==> config.mk <==
export PLATFORM = sky130hd
export DESIGN_NAME = sar5_scan_ctrl
export DESIGN_NICKNAME = d
export VERILOG_FILES = /design/src/rtl/sar5_scan_ctrl.sv
export SDC_FILE = /design/constraint.sdc
export NUM_CORES = 1
export LEC_CHECK = 0
export BUFFER_PORTS_ARGS = -buffer_cell sky130_fd_sc_hd__buf_2
export CAP_MARGIN = 5
export CORE_MARGIN = 2
export CORE_UTILIZATION = 45
export CTS_CLUSTER_SIZE = 25
export DETAILED_ROUTE_END_ITERATION = 10
export GPL_ROUTABILITY_DRIVEN = 0
export PLACE_DENSITY = 0.65
export SLEW_MARGIN = 20
export SYNTH_ARGS = -nofsm -noshare
export SYNTH_HDL_FRONTEND = slang
export SYNTH_SLANG_ARGS = --single-unit
==> constraint.sdc <==
create_clock -name clk -period 2.2 [get_ports clk]
set_input_delay 0.11 -clock clk [delete_from_list [all_inputs] [get_ports clk]]
set_output_delay 0.11 -clock clk [all_outputs]
set_load 0.005 [all_outputs]
==> src/rtl/sar5_scan_ctrl.sv <==
// Scan sequencer for the 5-bit SAR ADC core: walks the enabled channels, settles the mux,
// runs one serial conversion per channel and hands results out on a valid/ready port.
// Build option: SAR_AVG4_EN averages four back-to-back conversions per channel.
module sar5_scan_ctrl #(
    parameter int NUM_CH        = 4,
    parameter int CH_W          = 2,
    parameter int SETTLE_CYCLES = 4
) (
    input  logic              clk,
    input  logic              resetn,
    input  logic              start,
    input  logic              continuous,
    input  logic [NUM_CH-1:0] ch_mask,
    output logic              busy,
    output logic [CH_W-1:0]   mux_sel,
    output logic              sar_resetn,
    input  logic              sar_serial,
    output logic [4:0]        res_data,
    output logic [CH_W-1:0]   res_ch,
    output logic              res_valid,
    input  logic              res_ready
);

    localparam int SW = $clog2(SETTLE_CYCLES + 1);

    typedef enum logic [2:0] {IDLE, SEL, SETTLE, CONV, OUT} state_t;

    state_t            state, state_nxt;
    logic [NUM_CH-1:0] mask_q;
    logic              first_q;
    logic [SW-1:0]     settle_cnt;
    logic [2:0]        bit_cnt;
    logic [3:0]        shift_q;

    logic              nxt_found, low_found;
    logic [CH_W-1:0]   nxt_ch, low_ch;
    logic              settle_done, conv_last, conv_done;
    logic [4:0]        sample;

`ifdef SAR_AVG4_EN
    logic [1:0]        conv_idx;
    logic [6:0]        acc;
    logic [6:0]        sum;
`endif

    // Descending loop so the lowest qualifying index is the one that sticks.
    always_comb begin
        nxt_found = 1'b0;
        nxt_ch    = '0;
        low_found = 1'b0;
        low_ch    = '0;
        for (int i = NUM_CH - 1; i >= 0; i--) begin
            if (mask_q[i] && (first_q || (CH_W'(i) > mux_sel))) begin
                nxt_found = 1'b1;
                nxt_ch    = CH_W'(i);
            end
            if (ch_mask[i]) begin
                low_found = 1'b1;
                low_ch    = CH_W'(i);
            end
        end
    end

    assign settle_done = (settle_cnt == SW'(SETTLE_CYCLES - 1));
    assign conv_last   = (bit_cnt == 3'd5);
    assign sample      = {shift_q, sar_serial};

`ifdef SAR_AVG4_EN
    assign sum       = acc + 7'(sample);
    assign conv_done = conv_last && (conv_idx == 2'd3);
`else
    assign conv_done = conv_last;
`endif

    always_ff @(posedge clk) begin
        if (!resetn) state <= IDLE;
        else         state <= state_nxt;
    end

    always_comb begin
        state_nxt = state;
        unique case (state)
            IDLE:   if (start && (|ch_mask)) state_nxt = SEL;
            SEL: begin
                if (nxt_found)                     state_nxt = SETTLE;
                else if (continuous && low_found)  state_nxt = SETTLE;
                else                               state_nxt = IDLE;
            end
            SETTLE: if (settle_done) state_nxt = CONV;
            CONV:   if (conv_done)   state_nxt = OUT;
            OUT:    if (res_ready)   state_nxt = SEL;
            default:                 state_nxt = IDLE;
        endcase
    end

    always_comb begin
        busy = (state != IDLE);
    end

    always_ff @(posedge clk) begin
        if (!resetn) begin
            mask_q     <= '0;
            first_q    <= 1'b0;
            mux_sel    <= '0;
            settle_cnt <= '0;
            bit_cnt    <= '0;
            shift_q    <= '0;
            sar_resetn <= 1'b0;
            res_data   <= '0;
            res_ch     <= '0;
            res_valid  <= 1'b0;
`ifdef SAR_AVG4_EN
            conv_idx   <= '0;
            acc        <= '0;
`endif
        end else begin
            unique case (state)
                IDLE: begin
                    if (start && (|ch_mask)) begin
                        mask_q  <= ch_mask;
                        first_q <= 1'b1;
                    end
                end
                SEL: begin
                    settle_cnt <= '0;
                    first_q    <= 1'b0;
                    if (nxt_found) begin
                        mux_sel <= nxt_ch;
                    end else if (continuous) begin
                        // Pass finished: restart from the freshly sampled mask.
                        mask_q <= ch_mask;
                        if (low_found) mux_sel <= low_ch;
                    end
                end
                SETTLE: begin
                    settle_cnt <= settle_cnt + SW'(1);
                    if (settle_done) begin
                        sar_resetn <= 1'b1;
                        bit_cnt    <= '0;
`ifdef SAR_AVG4_EN
                        conv_idx   <= '0;
`endif
                    end
                end
                CONV: begin
                    bit_cnt <= conv_last ? 3'd0 : bit_cnt + 3'd1;
                    // Cycle 1 is the core's first decision; bits arrive in cycles 2..6.
                    if (bit_cnt != 3'd0 && !conv_last) shift_q <= {shift_q[2:0], sar_serial};
`ifdef SAR_AVG4_EN
                    // The core stays released across the four conversions.
                    if (conv_last) begin
                        if (conv_idx == 2'd3) begin
                            acc      <= '0;
                            res_data <= sum[6:2];
                        end else begin
                            acc      <= sum;
                        end
                        conv_idx <= conv_idx + 2'd1;
                    end
`else
                    if (conv_last) res_data <= sample;
`endif
                    if (conv_done) begin
                        sar_resetn <= 1'b0;
                        res_ch     <= mux_sel;
                        res_valid  <= 1'b1;
                    end
                end
                OUT: begin
                    if (res_ready) res_valid <= 1'b0;
                end
                default: ;
            endcase
        end
    end

endmodule

==> flow_results.org, run 1 <==
** Finish
- Number of diodes added for antenna fixing :: 0
- Of the cells placed in the final design, the portion with a size suffix greater than 1 is 0.215.
- Layout-stage area growth over the synthesis result :: 11.0%
- At the end of the flow the core is filled with cells to 0.532.
- The library cell used most frequently in the layout, excluding fill and tap cells, is sky130_fd_sc_hd__dfxtp_1.
- Commonest non-fill, non-tap cells in the layout :: 29 x sky130_fd_sc_hd__dfxtp_1, 21 x sky130_fd_sc_hd__buf_2, 18 x sky130_fd_sc_hd__nand2_1, 18 x sky130_fd_sc_hd__nor2b_1, 17 x sky130_fd_sc_hd__mux2i_1
- The finished cells cover 1640 um2.
- In the final design database the tool counted 188 nets.

** Outcome
- The flow ran to the end, and the final reports show no timing, DRC or antenna violations.

** Routing
- Overall routed net length :: 2.82 mm
- The count of nets left with antenna violations once routing finished came out at 0.
- The final route contains 1134 vias.
- For this run, design rule violations remaining after detail routing come to 0.
- Using the TritonRoute via totals, the vias-per-cell ratio works out to 5.13.
- Number of iterations in the first detailed-routing pass :: 4
- In the final routed layout, each cell accounts on average for 12.8 um.
- DRT iter0 DRCs :: 47

** STA
- Number of failing setup endpoints in the final timing report :: 0
- Headroom to the max-slew limit came out at 0.583.
- For the final routed database, the setup TNS stands at 0 ns.
- RSZ-0062 raised after global routing :: false
- The final hold violation count is 0.
- Clock tree skew after final layout :: 0.00404 ns
- The number of max-slew violations in the final report is 0.
- The worst path in the final design needs a cycle of 1.64 ns, including I/O delays and setup.
- Static timing analysis puts the maximum clock frequency at 608 MHz.
- Worst path setup slack after routing :: 0.556 ns
- Final Cycle Share :: 0.747
- At the pin with the least slew margin, the transition time is 0.625 ns.

** Clock network
- After clock tree synthesis, the clock-pin slew on the worst setup and hold paths is 0.09 ns.
- Number of sinks driven by the clock tree :: 29
- Clock latency on the worst-skew pair, taken at its later pin, is 0.33 ns.
- The clock passes through at most 2 buffers.
- Clock tree synthesis selected as its root buffer the cell sky130_fd_sc_hd__clkbuf_4.
- Buffers inserted during clock tree synthesis total 5.
- Maximum level of the CTS H-tree :: 2
- Post-CTS timing repair inserted 0 buffers for setup.
- TritonCTS built the clock tree.
- CTS hold repair buffers :: 0
- The number of gates resized after CTS was 0.

** Setup path
- Startpoint kind of the worst setup timing path :: flip-flop
- Along the worst path, the maximum fanout reaches 11.
- The most critical setup path has its startpoint at state[1]$_SDFFE_PN0P_.
- Worst reg2reg startpoint :: state[1]$_SDFFE_PN0P_
- At the worst endpoint, the required time is 2.43 ns.
- Start-to-end type of the worst setup path :: reg -> reg
- Arrival time reported for the critical path endpoint :: 1.87 ns
- STA classifies the critical path endpoint as a flip-flop.

** Placement
- Port Buf Inserts :: 21
- After detailed placement, the total cell area comes to 1590 um2.
- OpenSTA, run right after detailed placement, puts the worst setup slack at 0.588 ns.
- Detailed-placement wirelength estimate :: 1.98 mm

** Die
- Std cell rows :: 20
- Initial core utilization :: 0.479
- The floorplan step defined a core boundary enclosing 3080 um2.
- The die covers 3750 um2.
- From left edge to right edge, the die measures 61.3 um.
- The floorplan step set the die height to 61.3 um.
- Top-Level Pins :: 22

** Worst hold path
- Path type of the worst min-delay path :: in -> reg
- In this run the most critical hold path is launched from sar_serial.

** Global route
- Pin count of the biggest net entering global routing :: 35
- The first global-routing pass estimated 4.53 mm of wire.
- Antenna violations before repair :: 0
- Global-route congestion overflow total :: 0
- The number of global-route vias before repair came to 1037.
- In the global route stage, overall resource usage came out at 0.168.

** Run
- The tool flagged a number of max-cap violations equal to 0.

** Power
- Total power draw :: 1.01 mW
- Summed over all cells, the static leakage comes to 0.681 nW.
- Power density normalized to cell area :: 614 nW/um2
- Across the VDD grid, the largest voltage drop is 287 uV.

** Synth
- The cell count after synthesis came out at 155.
- Among all flip-flop cells after synthesis, the most frequent one is sky130_fd_sc_hd__dfxtp_1.
- For this run, the register share of the synthesized area comes to 0.394.
- Counting flops with a built-in enable in the synthesized netlist gives 0.
- The number of different library cells used by synthesis comes to 40.
- Synthesized net count :: 167
- The average instance in the mapped netlist occupies 9.52 um2.
- Warnings from Yosys :: 0
- Counting flops and latches in the post-synthesis netlist gives 29.
- Mapped Area :: 1480 um2
- Share of synthesized flip-flops with an asynchronous set or reset :: 0
layout make-up:
type	count	area, um2
clock buffer	6	41.3
timing repair buffer	21	105
sequential	29	581
fill	299	1440
inverter	1	3.75
tap	44	55.1
multi-input combinational	118	842
clock inverter	2	10.0
routing by layer:
layer | share of wire | track usage
met1 | 0.46 | 0.201
met2 | 0.47 | 0.272
met3 | 0.052 | 0.0462
met5 | 0 | 0
met4 | 0.020 | 0.0932
critical path, cell delays in order (launching register included):
cell                      delay (ns)
sky130_fd_sc_hd__dfxtp_1        0.53
sky130_fd_sc_hd__nor2b_4        0.35
sky130_fd_sc_hd__nand2_4        0.08
sky130_fd_sc_hd__nor2_4         0.29
sky130_fd_sc_hd__mux2i_1        0.23
sky130_fd_sc_hd__nor2b_1        0.06
flip-flops by register name, indices dropped and copies added (netlist names):
register and flops:
res_data 5, mask_q 4, shift_q 4, bit_cnt 3, settle_cnt 3, state 3
mux_sel 2, res_ch 2, first_q 1, res_valid 1, sar_resetn 1
where the power goes:
group	switching [mW]	internal, mW	leakage, nW	total, mW
clock network	0.184	0.121	0.0320	0.305
logic	0.0701	0.0630	0.414	0.133
registers	0.0261	0.542	0.235	0.568
cell usage after synthesis, types with 3 or more instances:
master,n,area (um2)
sky130_fd_sc_hd__and2_1,5,31.3
sky130_fd_sc_hd__nand3_1,3,15.0
sky130_fd_sc_hd__buf_6,3,33.8
sky130_fd_sc_hd__o21a_1,3,22.5
sky130_fd_sc_hd__a21oi_1,6,30.0
sky130_fd_sc_hd__o21ai_0,12,60.1
sky130_fd_sc_hd__dfxtp_1,29,581
sky130_fd_sc_hd__nand2_1,18,67.6
sky130_fd_sc_hd__clkbuf_1,4,15.0
sky130_fd_sc_hd__nor2b_1,18,113
sky130_fd_sc_hd__mux2i_1,17,170
sky130_fd_sc_hd__nor2_1,5,18.8
worst paths after layout:
path	cells after the start	slack, ns	end
setup / recovery	5	0.56	res_data[0]$_SDFFE_PN0P_
hold reg to reg	2	0.46	mask_q[0]$_SDFFE_PN0P_
hold / removal	3	0.06	shift_q[0]$_SDFFE_PN0P_
setup reg to reg	5	0.56	res_data[0]$_SDFFE_PN0P_
metrics by stage:
stage,instances,hold slack (ns)
5_1_grt,221,0.0693
2_1_floorplan,155,0.252
6_report,221,0.0557
3_5_place_dp,213,0.395
4_1_cts,221,0.0427
3_3_place_gp,213,0.385
cell families (layout without fill, tap and decap cells):
logic type      count (synthesis)  count (layout)  share of synthesized area
simple gates                   62              62                      0.239
compound gates                 36              36                      0.192
flops                          29              29                      0.394
mux                            18              18                      0.123
buf+inv                         8              30                     0.0356
fa+ha+maj                       2               2                     0.0170
Note: power is estimated with default switching activity, not from simulation.
==> run 2: changes to the inputs <==
--- a/config.mk
+++ b/config.mk
@@ -5,6 +5,7 @@
 export SDC_FILE = /design/constraint.sdc
 export NUM_CORES = 1
 export LEC_CHECK = 0
+export ABC_AREA = 1
 export BUFFER_PORTS_ARGS = -buffer_cell sky130_fd_sc_hd__buf_2
 export CAP_MARGIN = 5
 export CORE_MARGIN = 2
@@ -12,7 +13,7 @@
 export CTS_CLUSTER_SIZE = 25
 export DETAILED_ROUTE_END_ITERATION = 10
 export GPL_ROUTABILITY_DRIVEN = 0
-export PLACE_DENSITY = 0.65
+export PLACE_DENSITY = 0.68
 export SLEW_MARGIN = 20
 export SYNTH_ARGS = -nofsm -noshare
 export SYNTH_HDL_FRONTEND = slang
==> constraint.sdc (replaced) <==
create_clock -name clk -period 1.5 [get_ports clk]
set_input_delay 0.075 -clock clk [delete_from_list [all_inputs] [get_ports clk]]
set_output_delay 0.075 -clock clk [all_outputs]
set_load 0.005 [all_outputs]
==> flow_results.org, run 2 <==
** Outcome
- Outcome: finished with violations (was completed).
- Violations in the final reports :: design-rule violations

** Worst hold path
- Endpoint of the worst hold-timing path :: res_data[0]$_SDFFE_PN0P_ (was shift_q[0]$_SDFFE_PN0P_)
- Number of instances on the worst hold path :: 3 (unchanged)
- The hold path startpoint was sar_serial (unchanged).
- The worst min-delay path class is in -> reg (unchanged).

** Setup path
- The worst reg2reg path startpoint is state[1]$_SDFFE_PN0P_ (unchanged).
- The reg-to-reg setup timing slack is 0.16 ns (was 0.56 ns).
- The worst-case reg-to-reg path depth is 7 (was 5).
- CP endpoint kind :: primary output (was flip-flop)
- Critical R2R Capture :: shift_q[1]$_SDFFE_PN0P_ (was res_data[0]$_SDFFE_PN0P_)
- Startpoint kind of the worst setup timing path :: flip-flop (unchanged)
- Arrival time reported for the critical path endpoint :: 1.29 ns (was 1.87 ns)
- Worst Path Max Fanout :: 7 (was 11)
- The category of the critical setup timing path is reg -> out (was reg -> reg).
- The data required time at the worst endpoint came to 1.42 ns (was 2.43 ns).

** Synth
- Most frequently used flop master after synthesis :: sky130_fd_sc_hd__dfxtp_1 (unchanged)
- The cell with the most instances after synthesis is sky130_fd_sc_hd__nand2_1 (was sky130_fd_sc_hd__dfxtp_1).
- The count of different cell masters after synthesis is 25 (was 40).
- The register area share after synthesis is 0.431 (was 0.394).
- The total standard cell area after synthesis came to 1350 um2 (was 1480 um2).
- Post-synthesis cell type with the largest combined area :: sky130_fd_sc_hd__dfxtp_1 (unchanged)
- The mean instance size in the synthesized netlist was 6.94 um2 (was 9.52 um2).
- The number of instances in the synthesized netlist came to 194 (was 155).
- Largest cells by area after synthesis :: sky130_fd_sc_hd__dfxtp_1 43%, sky130_fd_sc_hd__nand2_1 13%, sky130_fd_sc_hd__a21oi_1 8.6% (was sky130_fd_sc_hd__dfxtp_1 39%, sky130_fd_sc_hd__mux2i_1 12%, sky130_fd_sc_hd__nor2b_1 7.6%)
- Synthesized net count :: 206 (was 167)
- Warnings from Yosys :: 0 (unchanged)
- The flip-flop and latch count after synthesis was 29 (unchanged).
- The share of Yosys cell area claimed by the top area cell type is 0.431 (was 0.394).
- The number of enable flip-flop cells after synthesis came to 0 (unchanged).
- Commonest cells in the synthesized netlist: 45 x sky130_fd_sc_hd__nand2_1, 29 x sky130_fd_sc_hd__dfxtp_1, 27 x sky130_fd_sc_hd__nor2_1 (was 29 x sky130_fd_sc_hd__dfxtp_1, 18 x sky130_fd_sc_hd__nand2_1, 18 x sky130_fd_sc_hd__nor2b_1).
- The share of synthesized flip-flops with an asynchronous set or reset is 0 (unchanged).

** Die
- Initial core utilization :: 0.480 (was 0.479)
- The core box area is 2810 um2 (was 3080 um2).
- Top-Level Pins :: 22 (unchanged)
- Chip Width :: 58.7 um (was 61.3 um)
- The total die area came to 3450 um2 (was 3750 um2).
- Chip height :: 58.7 um (was 61.3 um)
- Std cell rows :: 19 (was 20)

** STA
- For this run, the top clock speed supported by timing is 732 MHz.
- The transition time at the pin with the least slew margin was 0.512 ns (was 0.625 ns).
- Clock tree skew after final layout :: 0.0105 ns (was 0.00404 ns)
- The setup violation total in the final timing report came to 0 (unchanged).
- The final hold violation count came to 0 (unchanged).
- Final Critical Period :: 1.37 ns
- Max-slew violations :: 0 (unchanged)
- Setup tns final :: 0 ns (unchanged)
- The max-slew headroom at the worst pin was 0.657 (was 0.583).
- Final Cycle Share :: 0.911
- RSZ-0062 raised after global routing: false (unchanged).

** Routing
- The routed length on met3 was 118 um (was 148 um).
- The count of nets left with antenna violations after detail routing was 0 (unchanged).
- The wire length on met2 is 1.34 mm (was 1.32 mm).
- The post-detailed-route wirelength per cell came to 10.9 um (was 12.8 um).
- Ratio of routed vias to standard cells :: 5.02 (was 5.13)
- DRT iter0 DRCs :: 39 (was 47)
- The via count is 1269 (was 1134).
- Highest routed metal layer :: met4 (unchanged)
- Number of DRC violations after detailed routing :: 1 (was 0)
- Number of iterations in the first detailed-routing pass :: 7 (was 4)
- Wl on met1 :: 1.27 mm (was 1.29 mm)
- Overall routed net length :: 2.75 mm (was 2.82 mm)

** Finish
- Biggest registers after layout: res_data: 5 flops, mask_q: 4 flops, shift_q: 4 flops (unchanged).
- Layout-stage area growth over the synthesis result :: 14.7% (was 11.0%)
- The total number of nets in the final design came to 233 (was 188).
- Commonest non-fill, non-tap cells in the layout :: 45 x sky130_fd_sc_hd__nand2_1, 29 x sky130_fd_sc_hd__dfxtp_1, 26 x sky130_fd_sc_hd__nor2_1 (was 29 x sky130_fd_sc_hd__dfxtp_1, 21 x sky130_fd_sc_hd__buf_2, 18 x sky130_fd_sc_hd__nand2_1, 18 x sky130_fd_sc_hd__nor2b_1, 17 x sky130_fd_sc_hd__mux2i_1)
- The register with the most flip-flops is res_data (unchanged).
- The flip-flop count of the largest register, all copies and words added is 5 (unchanged).
- The proportion of layout cells with a drive suffix above 1 came to 0.212 (was 0.215).
- The final cell count without fillers is 253 (was 221).
- The most common cell after layout, fill and taps aside was sky130_fd_sc_hd__nand2_1 (was sky130_fd_sc_hd__dfxtp_1).
- Number of diodes added for antenna fixing :: 0 (unchanged)

** Clock network
- The clock tree from TritonCTS is built (unchanged).
- Maximum level of the CTS H-tree :: 2 (unchanged)
- The post-CTS setup-driven buffer insertion count was 0 (unchanged).
- The cell chosen for the clock root is sky130_fd_sc_hd__clkbuf_4 (unchanged).
- Clock transition at path regs :: 0.10 ns (was 0.09 ns)
- The number of clock sinks was 29 (unchanged).
- Maximum number of buffers from clock root to sink :: 2 (unchanged)
- Latest clock arrival within the worst-skew pair :: 0.33 ns (about the same)
- TritonCTS buffer count :: 5 (unchanged)

** Run
- The reported max-cap violation count was 0 (unchanged).

** Global route
- The pin count of the biggest net entering global routing came to 20 (was 35).
- The first-pass GRT wire length is 4.69 mm (was 4.53 mm).
- The global-route usage over all layers is 0.178 (was 0.168).
- Vias in the first global route :: 1151 (was 1037)
- The sum of overflow across all layers after global routing is 0 (unchanged).
- The number of antenna violations at the first check in global routing came to 0 (unchanged).

** Power
- Leak Pwr :: 0.744 nW (was 0.681 nW)
- Max IR drop VDD :: 790 uV (was 287 uV)
- Power density normalized to cell area :: 1360 nW/um2 (was 614 nW/um2)

** Placement
- The number of port buffers came to 21 (unchanged).
- # placed instances :: 245 (was 213)
- The placed wire-length estimate is 2.04 mm (was 1.98 mm).
run 2: kinds of logic (layout without fill, tap and decap cells):
kind of cell               count (synthesis)  count (layout)  share of synthesized area
and+or+nand+nor                           91              91                      0.295
adders and majority gates                  2               2                     0.0186
buffers and inverters                     30              58                     0.0892
DFF                                       29              29                      0.431
AOI/OAI and AO/OA                         42              42                      0.166
run 2: through the flow:
stage                     hold slack, ns  setup WS (ns)  instance area (um2)   util  total power [mW]
after floorplan                    0.210          0.277                 1350      -              1.48
after global routing              0.0305        0.00499                 1540  0.550              2.26
after global placement             0.323          0.182                 1490  0.530              1.63
after CTS                        0.00204          0.145                 1540  0.550              2.11
final                             0.0121          0.134                 1540  0.550              2.10
after detailed placement           0.342          0.174                 1490  0.530              1.65
run 2: area by class of cell:
| type | instances | area (um2) |
|---|---|---|
| Fill cell | 284 | 1260 |
| Sequential cell | 29 | 581 |
| Timing Repair Buffer | 23 | 120 |
| Inverter | 27 | 101 |
| Clock inverter | 3 | 17.5 |
| Clock buffer | 5 | 37.5 |
| Tap cell | 31 | 38.8 |
| Multi-Input combinational cell | 135 | 648 |
run 2: routing by layer:
layer  vias to the layer above  track usage
met5                         -            0
met4                         0       0.0519
met3                         2       0.0593
met2                        22        0.302
met1                       574        0.214
li1                        671            -
run 2: critical path: stages (launching register included):
cell	delay [ns]
sky130_fd_sc_hd__dfxtp_1	0.38
sky130_fd_sc_hd__nor2_1	0.28
sky130_fd_sc_hd__nand2_1	0.14
sky130_fd_sc_hd__buf_2	0.15
run 2: worst max path at each step:
| stage | from | endpoint | slack (ns) | cells after the start |
|---|---|---|---|---|
| 2_1_floorplan | settle_cnt[0]$_SDFFE_PN0P_ | state[1]$_SDFFE_PN0P_ | 0.28 | 10 |
| 3_3_place_gp | settle_cnt[0]$_SDFFE_PN0P_ | state[1]$_SDFFE_PN0P_ | 0.18 | 10 |
| 3_5_place_dp | settle_cnt[0]$_SDFFE_PN0P_ | state[1]$_SDFFE_PN0P_ | 0.17 | 10 |
| 4_1_cts | state[2]$_SDFFE_PN0P_ | mask_q[1]$_SDFFE_PN0P_ | 0.15 | 10 |
| 5_1_grt | state[1]$_SDFFE_PN0P_ | shift_q[3]$_SDFFE_PN0P_ | 0.005 | 7 |
| 6_report | state[1]$_SDFFE_PN0P_ | busy | 0.13 | 3 |
run 2: report_power, final:
part	internal, mW	switching (mW)	total (mW)	leakage, nW
clock network	0.176	0.286	0.462	0.0310
registers	0.875	0.0980	0.974	0.236
logic	0.249	0.416	0.665	0.477
total	1.30	0.800	2.10	0.744
run 2: what timing repair did:
| action | 4_1_cts | 5_1_grt |
|---|---|---|
| hold buffers | 0 | 0 |
| setup endpoints to repair | 0 | 4 |
| gates resized for setup | 0 | 1 |
